**config.mk**
```make
export PLATFORM = sky130hd
export DESIGN_NAME = mem_requester
export DESIGN_NICKNAME = d
export VERILOG_FILES = /design/src/rtl/mem_requester.sv
export SDC_FILE = /design/constraint.sdc
export NUM_CORES = 1
export LEC_CHECK = 0
export ABC_AREA = 1
export BUFFER_PORTS_ARGS = -buffer_cell sky130_fd_sc_hd__buf_2
export CORE_ASPECT_RATIO = 1.2
export CORE_UTILIZATION = 40
export CTS_BUF_LIST = sky130_fd_sc_hd__clkbuf_4
export DETAILED_ROUTE_END_ITERATION = 12
export MAX_ROUTING_LAYER = met4
export PLACE_DENSITY = 0.66
export SYNTH_ARGS = -nofsm -noshare
export SYNTH_HDL_FRONTEND = slang
export SYNTH_SLANG_ARGS = --single-unit
```
**constraint.sdc**
```tcl
create_clock -name clk -period 3.35 [get_ports clk]
set_clock_uncertainty 0.2 [all_clocks]
set_input_delay 0.1675 -clock clk [delete_from_list [all_inputs] [get_ports clk]]
set_output_delay 0.1675 -clock clk [all_outputs]
set_load 0.005 [all_outputs]
```
**src/rtl/mem_requester.sv**
```systemverilog
// Load/store requester: accepts one core request at a time and drives a single-port word memory,
// formatting sub-word loads and doing read-modify-write for sub-word stores.
module mem_requester #(
  parameter int WORDS      = 64,
  parameter int ADDR_WIDTH = $clog2(WORDS)
) (
  input  logic                  clk,
  input  logic                  rst,
  input  logic                  req_valid,
  output logic                  req_ready,
  input  logic                  req_write,
  input  logic [31:0]           req_addr,
  input  logic [1:0]            req_size,
  input  logic                  req_unsigned,
  input  logic [31:0]           req_wdata,
  output logic                  resp_valid,
  output logic [31:0]           resp_rdata,
  output logic                  resp_error,
  output logic [ADDR_WIDTH-1:0] mem_address,
  output logic [31:0]           mem_write_data,
  output logic                  mem_write_enable,
  input  logic [31:0]           mem_read_data
);

  localparam logic [2:0] S_IDLE    = 3'd0;
  localparam logic [2:0] S_ISSUE   = 3'd1;
  localparam logic [2:0] S_CAPTURE = 3'd2;
  localparam logic [2:0] S_WRITE   = 3'd3;
  localparam logic [2:0] S_RESP    = 3'd4;

  logic [2:0]            state_q, state_d;
  logic [ADDR_WIDTH+1:0] addr_q, addr_d;
  logic [1:0]            size_q, size_d;
  logic                  write_q, write_d;
  logic                  unsigned_q, unsigned_d;
  logic [31:0]           data_q, data_d;
  logic [31:0]           rdata_q, rdata_d;
  logic                  error_q, error_d;

  logic                  req_bad;
  logic [7:0]            lane_byte;
  logic [15:0]           lane_half;
  logic [31:0]           load_fmt;
  logic [31:0]           merged;

  // Address bits above the memory index are deliberately ignored so the index wraps.
  logic unused_addr_hi;
  assign unused_addr_hi = ^req_addr[31:ADDR_WIDTH+2];

  assign req_bad = (req_size == 2'b11) ||
                   ((req_size == 2'b01) && req_addr[0]) ||
                   ((req_size == 2'b10) && (req_addr[1:0] != 2'b00));

  always_comb begin
    lane_byte = mem_read_data[7:0];
    case (addr_q[1:0])
      2'd0:    lane_byte = mem_read_data[7:0];
      2'd1:    lane_byte = mem_read_data[15:8];
      2'd2:    lane_byte = mem_read_data[23:16];
      default: lane_byte = mem_read_data[31:24];
    endcase
  end

  assign lane_half = addr_q[1] ? mem_read_data[31:16] : mem_read_data[15:0];

  always_comb begin
    load_fmt = mem_read_data;
    case (size_q)
      2'b00:   load_fmt = unsigned_q ? {24'd0, lane_byte} : {{24{lane_byte[7]}}, lane_byte};
      2'b01:   load_fmt = unsigned_q ? {16'd0, lane_half} : {{16{lane_half[15]}}, lane_half};
      default: load_fmt = mem_read_data;
    endcase
  end

  // Store merge: addressed lanes take the low store bytes, the rest keep the memory word.
  genvar gi;
  generate
    for (gi = 0; gi < 4; gi++) begin : g_lane
      localparam logic [1:0] LANE = 2'(gi);
      logic byte_hit, half_hit;
      assign byte_hit = (size_q == 2'b00) && (addr_q[1:0] == LANE);
      assign half_hit = (size_q == 2'b01) && (addr_q[1] == LANE[1]);
      assign merged[8*gi +: 8] = byte_hit ? data_q[7:0] :
                                 half_hit ? data_q[8*(gi%2) +: 8] :
                                            mem_read_data[8*gi +: 8];
    end
  endgenerate

  always_comb begin
    state_d    = state_q;
    addr_d     = addr_q;
    size_d     = size_q;
    write_d    = write_q;
    unsigned_d = unsigned_q;
    data_d     = data_q;
    rdata_d    = rdata_q;
    error_d    = error_q;
    case (state_q)
      S_IDLE: begin
        if (req_valid) begin
          addr_d     = req_addr[ADDR_WIDTH+1:0];
          size_d     = req_size;
          write_d    = req_write;
          unsigned_d = req_unsigned;
          data_d     = req_wdata;
          if (req_bad) begin
            state_d = S_RESP;
            rdata_d = 32'd0;
            error_d = 1'b1;
          end else if (req_write && (req_size == 2'b10)) begin
            state_d = S_WRITE;
          end else begin
            state_d = S_ISSUE;
          end
        end
      end
      S_ISSUE: state_d = S_CAPTURE;
      S_CAPTURE: begin
        if (write_q) begin
          data_d  = merged;
          state_d = S_WRITE;
        end else begin
          rdata_d = load_fmt;
          error_d = 1'b0;
          state_d = S_RESP;
        end
      end
      S_WRITE: begin
        rdata_d = 32'd0;
        error_d = 1'b0;
        state_d = S_RESP;
      end
      S_RESP:  state_d = S_IDLE;
      default: state_d = S_IDLE;
    endcase
  end

  always_ff @(posedge clk or posedge rst) begin
    if (rst) begin
      state_q    <= S_IDLE;
      addr_q     <= '0;
      size_q     <= 2'b00;
      write_q    <= 1'b0;
      unsigned_q <= 1'b0;
      data_q     <= 32'd0;
      rdata_q    <= 32'd0;
      error_q    <= 1'b0;
    end else begin
      state_q    <= state_d;
      addr_q     <= addr_d;
      size_q     <= size_d;
      write_q    <= write_d;
      unsigned_q <= unsigned_d;
      data_q     <= data_d;
      rdata_q    <= rdata_d;
      error_q    <= error_d;
    end
  end

  assign req_ready        = (state_q == S_IDLE);
  assign resp_valid       = (state_q == S_RESP);
  assign mem_write_enable = (state_q == S_WRITE);
  assign mem_address      = addr_q[ADDR_WIDTH+1:2];
  assign mem_write_data   = data_q;
  assign resp_rdata       = rdata_q;
  assign resp_error       = error_q;

endmodule

```
==> results.json, run 1 <==
{
  "multiInputGateArea_um2": 2490,
  "initial_core_util_pct": 41.2,
  "ir_worst_vdd_mv": 0.462,
  "die_area_um2": 12900,
  "drc_errors": 0,
  "powerDensity_nw_per_um2": 725,
  "yosysSeqAreaShare_pct": 40.1,
  "grt_max_degree": 39,
  "clock-root-buffer": "clkbuf_4",
  "antenna_found_initial": 0,
  "slew_viol_final": 0,
  "syn-num-nets": 829,
  "status": "finished, final reports clean",
  "ant_nets": 0,
  "hold_violations": 0,
  "finalSetupViolations": 0,
  "overflow": 0,
  "core-area_um2": 12100,
  "num_vias": 5499,
  "port_buffers": 152,
  "htree_levels": 3,
  "cts_inserted_buffers": 9,
  "wl_per_cell_um": 14.9,
  "row_count": 44,
  "worst_pin_slew_ns": 0.717,
  "drv_cap": 0,
  "path_class": "flop to flop",
  "p_sw_mw": 2.36,
  "globalplace.congestion": 0.957,
  "cts_setup_buffers": 0,
  "clock_latency_ns": 0.46,
  "n_fill_cell": 1204,
  "path_max_fanout": 38,
  "finalWirelength_um": 16700,
  "clock_sinks": 80,
  "p_seq_share_pct": 33.2,
  "ys_seq_elements": 80,
  "grt_setup_unrepaired": "no",
  "yosysWarnings": 0,
  "swShare_pct": 47.3,
  "grt_pass1_wl_um": 26900,
  "syn-instance-count": 726,
  "synth_area_per_cell_um2": 6.88,
  "startpoint_type": "flop",
  "syn_area_um2": 4990,
  "grt_pass1_vias": 5422,
  "cts_buffer_depth": 2,
  "die_h_um": 124,
  "internal-power_mw": 2.63,
  "seq_area_um2": 2000,
  "dr.pass1.iters": 5,
  "nets": 1061,
  "fin_crit_sh_pct": 78.7,
  "required_ns": 3.55,
  "r2r_slack_ns": 0.71,
  "die_w_um": 104,
  "initialDrtViolationCount": 441,
  "fin_crit_ns": 2.64,
  "dp_hpwl_um": 11700,
  "num_antenna_cells": 0,
  "comb_power_share_pct": 55.2,
  "grt_usage_pct": 27.2,
  "fin_tns_setup_ns": 0,
  "syn2layout_area_growth_pct": 37.9,
  "clk_pin_slew_ns": 0.13,
  "cellLeakagePower_nw": 3.95,
  "fmax_mhz": 379,
  "drive_gt1_share_pct": 23.1,
  "clockPowerShare_pct": 11.5,
  "cts_tree": "built",
  "postLayoutCoreUtil_pct": 56.8,
  "arrival_ns": 2.83,
  "hold_class": "input port to flop",
  "ys_types": 34,
  "vias_per_cell": 4.89,
  "pin_count": 177,
  "cp-end-kind": "flop",
  "slew_headroom_pct": 52.1
}
==> cell type report <==
type	count	share of cell area, %
flip-flops and latches	80	29.1
clock buffers	9	0.981
multi-input cells	536	36.2
repair buffers	254	25.7
inverters	77	4.29
clock inverters	7	0.909
well taps	161	2.93
==> layout by cell type (no fill, tap or decap), types with 3 or more instances in the layout <==
master,instances
nor2_2,4
inv_1,65
nor2_1,9
clkbuf_4,9
or2_2,4
nand3_1,57
dfrtp_1,80
a21oi_1,45
mux2_2,6
buf_2,152
o21ai_0,37
buf_4,6
nand4_1,10
nor2_8,3
dlygate4sd3_1,96
clkinv_1,3
nand2_2,6
nand2_4,3
nand3_2,5
nand2_1,330
inv_2,9
==> logic make-up (layout without fill, tap and decap cells) <==
| group | after synthesis | after routing | synth area share [%] |
|---|---|---|---|
| simple gates | 440 | 440 | 38.8 |
| buf+inv | 110 | 347 | 10.0 |
| compound gates | 90 | 90 | 9.67 |
| flops | 80 | 80 | 40.1 |
| mux | 6 | 6 | 1.35 |
==> sequential cells by signal, indices dropped and copies added (netlist names) <==
register        count
state_q             3
addr_q              8
size_q              2
resp_rdata         32
mem_write_data     32
write_q             1
unsigned_q          1
resp_error          1
==> layer usage <==
layer | vias up | track usage [%] | routed length (µm)
met5 | - | - | 0
li1 | 2743 | - | -
met2 | 216 | 45.7 | 8300
met1 | 2499 | 32.1 | 7050
met4 | 0 | 11.2 | 537
met3 | 41 | 4.76 | 839
==> cells in the mapped netlist (all sizes together) <==
master	instances	area share, %
nor2	18	2.8
o21ai	41	4.4
a21oi	46	4.7
buf	26	3.6
o2111ai	1	0.18
inv	77	5.9
mux2	6	1.4
dfrtp	80	40
nor3	1	0.10
or2	8	1.0
nand2	339	26
o211ai	2	0.40
nand4	10	1.3
clkbuf	7	0.53
nand3	64	7.4
==> critical path, stage by stage (launching register included) <==
cell           delay (ns)
dfrtp_1              0.42
inv_2                0.11
nand3_2              0.09
inv_2                0.49
nand2_4              0.33
a21oi_1              0.22
nand2_1              0.08
dlygate4sd3_1        0.56
nand2_1              0.06
==> final timing paths <==
| kind | start | cells after the start | to |
|---|---|---|---|
| worst max-delay path | state_q[2]$_DFFE_PP0P_ | 8 | resp_rdata[14]$_DFFE_PP0P_ |
| worst min-delay path | mem_read_data[14] | 7 | mem_write_data[14]$_DFFE_PP0P_ |
| worst max register to register | state_q[2]$_DFFE_PP0P_ | 8 | resp_rdata[14]$_DFFE_PP0P_ |
| worst min register to register | mem_write_data[16]$_DFFE_PP0P_ | 2 | mem_write_data[16]$_DFFE_PP0P_ |
| max in group asynchronous | rst | 4 | resp_rdata[5]$_DFFE_PP0P_ |
| min in group asynchronous | rst | 3 | mem_write_data[16]$_DFFE_PP0P_ |
==> stage by stage <==
stage | total power [mW] | area [µm²] | hold slack [ns] | std cells | worst slack, ns
final | 4.99 | 6890 | 0.0294 | 1124 | 0.714
after global routing | 5.44 | 6890 | 0.0368 | 1124 | 0.544
after CTS | 4.99 | 6890 | 0.000648 | 1124 | 0.747
after detailed placement | 4.24 | 5790 | 0.0771 | 1012 | 1.02
after global placement | 4.21 | 5790 | 0.0802 | 1012 | 1.08
after floorplan | 3.49 | 4990 | 0.118 | 726 | 0.931
==> power by group through the flow <==
stage          Combinational (mW)  Clock, mW  Sequential [mW]
5_1_grt                      3.09      0.634             1.72
3_5_place_dp                 2.57          0             1.67
2_1_floorplan                1.86          0             1.63
6_report                     2.76      0.576             1.66
3_3_place_gp                 2.54          0             1.68
4_1_cts                      2.74      0.589             1.66
==> what timing repair did <==
item	in CTS	in global routing
hold buffers	96	0
hold endpoints to repair	113	0
resized for setup	0	0
Note: power is estimated with default switching activity, not from simulation.
==> run 2, diff against run 1 <==
Settings changed: ABC_AREA 1 to 0, PLACE_DENSITY 0.66 to 0.7.
Clock period 3.35 ns to 2.2 ns, I/O delays scaled along.
==> run 2 against run 1 <==
Effect of this change:
- count of clock-buffer cells in the layout rose by 1
- combinational power rose by 52%
- critical endpoint is now resp_rdata[25]$_DFFE_PP0P_
- critical path type unchanged
- die area fell by 9.7%
- worst setup slack worse by 0.51 ns
- utilization grew 1.2 points
- highest routed layer unchanged
- critical path depth shrank 2
==> results.json, run 2 <==
{
  "hold_violations": 0,
  "synth_edf_count": 0,
  "synth_area_per_cell_um2": 9.78,
  "drive_gt1_share_pct": 37.2,
  "hold_class": "input port to async pin",
  "grt_setup_unrepaired": "no",
  "yosys_most_used_dff": "dfrtp_1",
  "nets": 792,
  "path_class": "flop to flop",
  "yosysSeqAreaShare_pct": 44.5,
  "finalSetupViolations": 0,
  "final_common_cell": "buf_2",
  "grt_usage_pct": 27.7,
  "startpoint": "state_q[2]$_DFFE_PP0P_",
  "finish.instance_area_um2": 6380,
  "holdWs_ns": 0.0708,
  "yosys.area.top_type": "dfrtp_1",
  "initial_core_util_pct": 41.0,
  "htree_levels": 3,
  "path_max_fanout": 16,
  "crit_end": "resp_rdata[25]$_DFFE_PP0P_",
  "multiInputGateArea_um2": 2270,
  "n_fill_cell": 938,
  "grt_pass1_vias": 4637,
  "syn2layout_area_growth_pct": 41.8,
  "synth.top_cell.area_share_pct": 44.5,
  "die_h_um": 118,
  "synth_commonest_cells": "dfrtp_1, nand2_1, o21ai_0",
  "cts_setup_buffers": 0,
  "clock_sinks": 80,
  "r2r_start": "state_q[2]$_DFFE_PP0P_",
  "clk_pin_slew_ns": 0.13,
  "num_vias": 4755,
  "dp_hpwl_um": 10700,
  "drc_errors": 0,
  "synth_top_cells_by_area": "dfrtp_1, mux2_2, o21ai_0",
  "drv_cap": 0,
  "antenna_found_initial": 1,
  "placed_area_um2": 5460,
  "port_buffers": 152,
  "slew_headroom_pct": 58.9,
  "reg2reg_depth": 6,
  "ys_types": 49,
  "r2r-end": "resp_rdata[25]$_DFFE_PP0P_",
  "required_ns": 2.39,
  "slew_viol_final": 0,
  "cp_common_cell": "buf_4",
  "initialDrtViolationCount": 469,
  "fmax_mhz": 500,
  "row_count": 42,
  "fin_crit_sh_pct": 90.8,
  "finalWirelength_um": 15500,
  "path_cells": "buf_4 -> nor4b_4 -> and2_1 -> buf_4 -> a22oi_1 -> nand2_1",
  "cts_tree": "built",
  "overflow": 0,
  "syn_area_um2": 4500,
  "worst_pin_slew_ns": 0.615,
  "globalplace.congestion": 0.943,
  "cts_inserted_buffers": 9,
  "r2r_slack_ns": 0.20,
  "die_w_um": 98.8,
  "clock_latency_ns": 0.44,
  "vias_per_cell": 5.75,
  "ant_nets": 0,
  "pin_count": 177,
  "fin_crit_ns": 2.00,
  "syn-instance-count": 460,
  "powerDensity_nw_per_um2": 1220,
  "arrival_ns": 2.19,
  "power.total_mw": 7.82,
  "seq_area_um2": 2000,
  "ir_worst_vdd_mv": 0.666,
  "grt_max_degree": 40,
  "ys_async_sr_fraction_pct": 100,
  "syn-num-nets": 563,
  "yosysWarnings": 0,
  "dr.pass1.iters": 6,
  "die_area_um2": 11700,
  "grt_pass1_wl_um": 24100,
  "slowest_delay_ns": 0.50,
  "ys_seq_elements": 80,
  "status": "finished, final reports clean",
  "wl_per_cell_um": 18.7,
  "cts_buffer_depth": 2,
  "cp-end-kind": "flop",
  "mostFrequentLayoutCells": "buf_2, dfrtp_1, dlygate4sd3_1",
  "startpoint_type": "flop",
  "fin_tns_setup_ns": 0,
  "clock-root-buffer": "clkbuf_4",
  "core-area_um2": 11000,
  "fin_ws_ns": 0.202,
  "place_ws_ns": 0.241,
  "crit_slowest_cell": "nor4b_4",
  "cellLeakagePower_nw": 3.02,
  "yosysMostFrequentCell": "dfrtp_1"
}
[run 2: cell count changes in the layout (fill, tap and decap cells not counted), sizes merged, moves of 10 or more]
cell,previous run,this run
nand3,64,3
nand4,10,0
dlygate4sd3,96,78
a22oi,0,16
o21ai,41,56
a21oi,46,20
buf,158,179
and3,0,10
inv,76,3
mux2,6,43
a211oi,0,10
mux2i,0,11
nand2,339,69
a221oi,0,13
[run 2: worst max-delay path, delay by kind of cell, from the launching register on]
family                 cells  cell delay (ns)
and+or+nand+nor            3             0.77
DFF                        1             0.43
buffers and inverters      2             0.42
AOI/OAI and AO/OA          1             0.10
[run 2: logic make-up after synthesis]
group                  Yosys count  synth area share [%]
AND/OR/NAND/NOR                129                  14.6
buffers and inverters           45                  5.26
AO/OA/AOI/OAI                  152                  22.5
multiplexers                    54                  13.2
flip-flops                      80                  44.5
[run 2: worst min-delay path by stage]
stage	cells after the start	slack, ns	end
after detailed placement	2	0.02	resp_rdata[21]$_DFFE_PP0P_
after CTS	3	0.08	resp_rdata[21]$_DFFE_PP0P_
final	3	0.07	resp_rdata[31]$_DFFE_PP0P_
after floorplan	2	0.03	addr_q[1]$_DFFE_PP0P_
after global placement	2	0.005	resp_rdata[21]$_DFFE_PP0P_
after global routing	3	0.09	resp_rdata[31]$_DFFE_PP0P_
[run 2: timing repair]
item,in CTS,in global routing
setup endpoints to repair,0,0
hold endpoints to repair,137,0
hold buffers,78,0
resized for setup,0,0
[run 2: cell type report]
type,instances,area share (%)
inverter,6,0.412
multi-input combinational,335,35.5
sequential,80,31.4
timing repair buffer,257,27.9
tap,132,2.59
antenna,1,0.0392
clock inverter,6,0.941
clock buffer,10,1.18
[run 2: report_power, final]
group / internal, mW / total, mW / switching, mW
Sequential: 2.16 / 2.73 / 0.566
Clock: 0.353 / 0.885 / 0.532
Combinational: 2.04 / 4.20 / 2.16
[run 2: metal layers]
layer	up-vias	wire length, µm	GRT usage [%]	part of all wire, %
met1	2262	6180	32.5	40
met2	254	7610	44.9	49
met4	0	750	14.1	4.8
met5	-	0	-	0
li1	2161	-	-	-
met3	78	964	5.62	6.2
[run 2: through the flow]
| stage | instances | util, % |
|---|---|---|
| after floorplan | 460 | - |
| after global placement | 732 | 49.7 |
| after detailed placement | 732 | 49.7 |
| after CTS | 826 | 58.1 |
| after global routing | 827 | 58.1 |
| final | 827 | 58.1 |
==> run 3, diff against run 2 <==
Settings changed: PLACE_DENSITY 0.7 to 0.81.
==> run 3 against run 2 <==
Effect of this change:
- combinational power shrank 2%
- hold slack gained 0.047 ns
- sequential share of layout area grew 0.063 points
- clock power grew 12%
- critical path type unchanged
- largest cell class unchanged
- largest power group unchanged
==> results.json, run 3 (synthesis gave the netlist of run 2 again) <==
{
  "status": "finished, final reports clean",
  "dr.pass1.iters": 5,
  "num_vias": 4726,
  "path_max_fanout": 16,
  "clk_pin_slew_ns": 0.13,
  "drive_gt1_share_pct": 37.2,
  "antenna_found_initial": 0,
  "die_area_um2": 11700,
  "grt_max_degree": 81,
  "grt_pass1_vias": 4643,
  "mostFrequentLayoutCells": "buf_2, dfrtp_1, dlygate4sd3_1",
  "required_ns": 2.38,
  "slew_headroom_pct": 59.6,
  "fmax_mhz": 475,
  "cts_tree": "built",
  "row_count": 42,
  "drc_errors": 0,
  "die_w_um": 98.8,
  "nets": 790,
  "dp_hpwl_um": 10600,
  "finish.instance_area_um2": 6370,
  "power.total_mw": 7.91,
  "n_fill_cell": 903,
  "startpoint_type": "flop",
  "arrival_ns": 2.29,
  "drv_cap": 0,
  "finalSetupViolations": 0,
  "fin_tns_setup_ns": 0,
  "vias_per_cell": 5.74,
  "globalplace.congestion": 0.912,
  "cts_inserted_buffers": 9,
  "finalWirelength_um": 15500,
  "startpoint": "state_q[2]$_DFFE_PP0P_",
  "num_antenna_cells": 0,
  "slew_viol_final": 0,
  "grt_pass1_wl_um": 24000,
  "fin_crit_ns": 2.11,
  "clock-root-buffer": "clkbuf_4",
  "worst_pin_slew_ns": 0.605,
  "hold_class": "input port to async pin",
  "initial_core_util_pct": 41.0,
  "initialDrtViolationCount": 381,
  "final_common_cell": "buf_2",
  "ir_worst_vdd_mv": 0.736,
  "core-area_um2": 11000,
  "syn2layout_area_growth_pct": 41.6,
  "die_h_um": 118,
  "port_buffers": 152,
  "clock_latency_ns": 0.45,
  "htree_levels": 3,
  "fin_ws_ns": 0.0936,
  "grt_setup_unrepaired": "no",
  "place_ws_ns": 0.148,
  "clock_sinks": 80,
  "placed_area_um2": 5430,
  "fin_crit_sh_pct": 95.7,
  "hold_violations": 0,
  "cts_buffer_depth": 2,
  "powerDensity_nw_per_um2": 1240,
  "overflow": 0,
  "holdWs_ns": 0.118,
  "r2r_start": "state_q[2]$_DFFE_PP0P_",
  "grt_usage_pct": 27.3,
  "wl_per_cell_um": 18.8,
  "path_class": "flop to flop",
  "ant_nets": 0,
  "cp-end-kind": "flop",
  "pin_count": 177,
  "cellLeakagePower_nw": 3.02
}
## run 3: cell types whose count changed in the layout (fill, tap and decap cells not counted)
cell,previous run,this run
clkinvlp_4,3,1
buf_12,3,2
buf_4,24,23
bufinv_16,1,2
clkbuf_4,10,11
clkinv_2,3,2
dfrtp_1,80,79
dfrtp_2,0,1
diode_2,1,0
nand2b_1,6,5
nand2b_2,0,1
## run 3: routing by layer
layer	vias up	track usage [%]	part of all wire, %
met5	-	-	0
met4	0	15.4	4.7
met3	67	3.78	7.0
met2	260	43.8	49
met1	2258	32.9	39
li1	2141	-	-
## run 3: area by class of cell
cell class,count,area [µm²],area share [%]
multi-input cells,335,2270,35.6
clock buffers,11,82.6,1.30
well taps,132,165,2.59
inverters,6,26.3,0.412
repair buffers,255,1750,27.5
clock inverters,4,70.1,1.10
flip-flops and latches,80,2000,31.4
## run 3: stage by stage
stage / util (%) / std cells
6_report: 58.0 / 823
5_1_grt: 58.0 / 823
4_1_cts: 58.0 / 823
3_5_place_dp: 49.5 / 730
3_3_place_gp: 49.5 / 730
2_1_floorplan: - / 460
## run 3: worst paths after layout
| kind | endpoint | slack, ns | cells after the start |
|---|---|---|---|
| min in group clk | unsigned_q$_DFFE_PP0P_ | 0.20 | 4 |
| max in group asynchronous | resp_rdata[15]$_DFFE_PP0P_ | 1.33 | 4 |
| min | size_q[1]$_DFFE_PP0P_ | 0.12 | 4 |
| max | resp_rdata[28]$_DFFE_PP0P_ | 0.09 | 6 |
| max reg2reg | resp_rdata[28]$_DFFE_PP0P_ | 0.09 | 6 |
| min reg2reg | mem_write_data[21]$_DFFE_PP0P_ | 0.29 | 2 |
## run 3: report_power, final
part | internal, mW | leakage [nW] | switching [mW]
registers | 2.16 | 0.997 | 0.622
clock network | 0.478 | 0.0867 | 0.514
logic | 2.00 | 1.93 | 2.13
## run 3: repair_timing
| action | CTS | global route |
|---|---|---|
| gates resized for setup | 0 | 2 |
| hold buffers | 78 | 0 |
| endpoints found under the setup margin | 0 | 19 |
| buffers inserted | 0 | 0 |
| hold endpoints to repair | 158 | 0 |
## run 3: critical path, stage by stage, from the launching register on
cell	delay, ns
dfrtp_1	0.53
buf_4	0.22
nor4b_4	0.47
and2_1	0.20
buf_4	0.23
a22oi_1	0.11
nand2_1	0.09
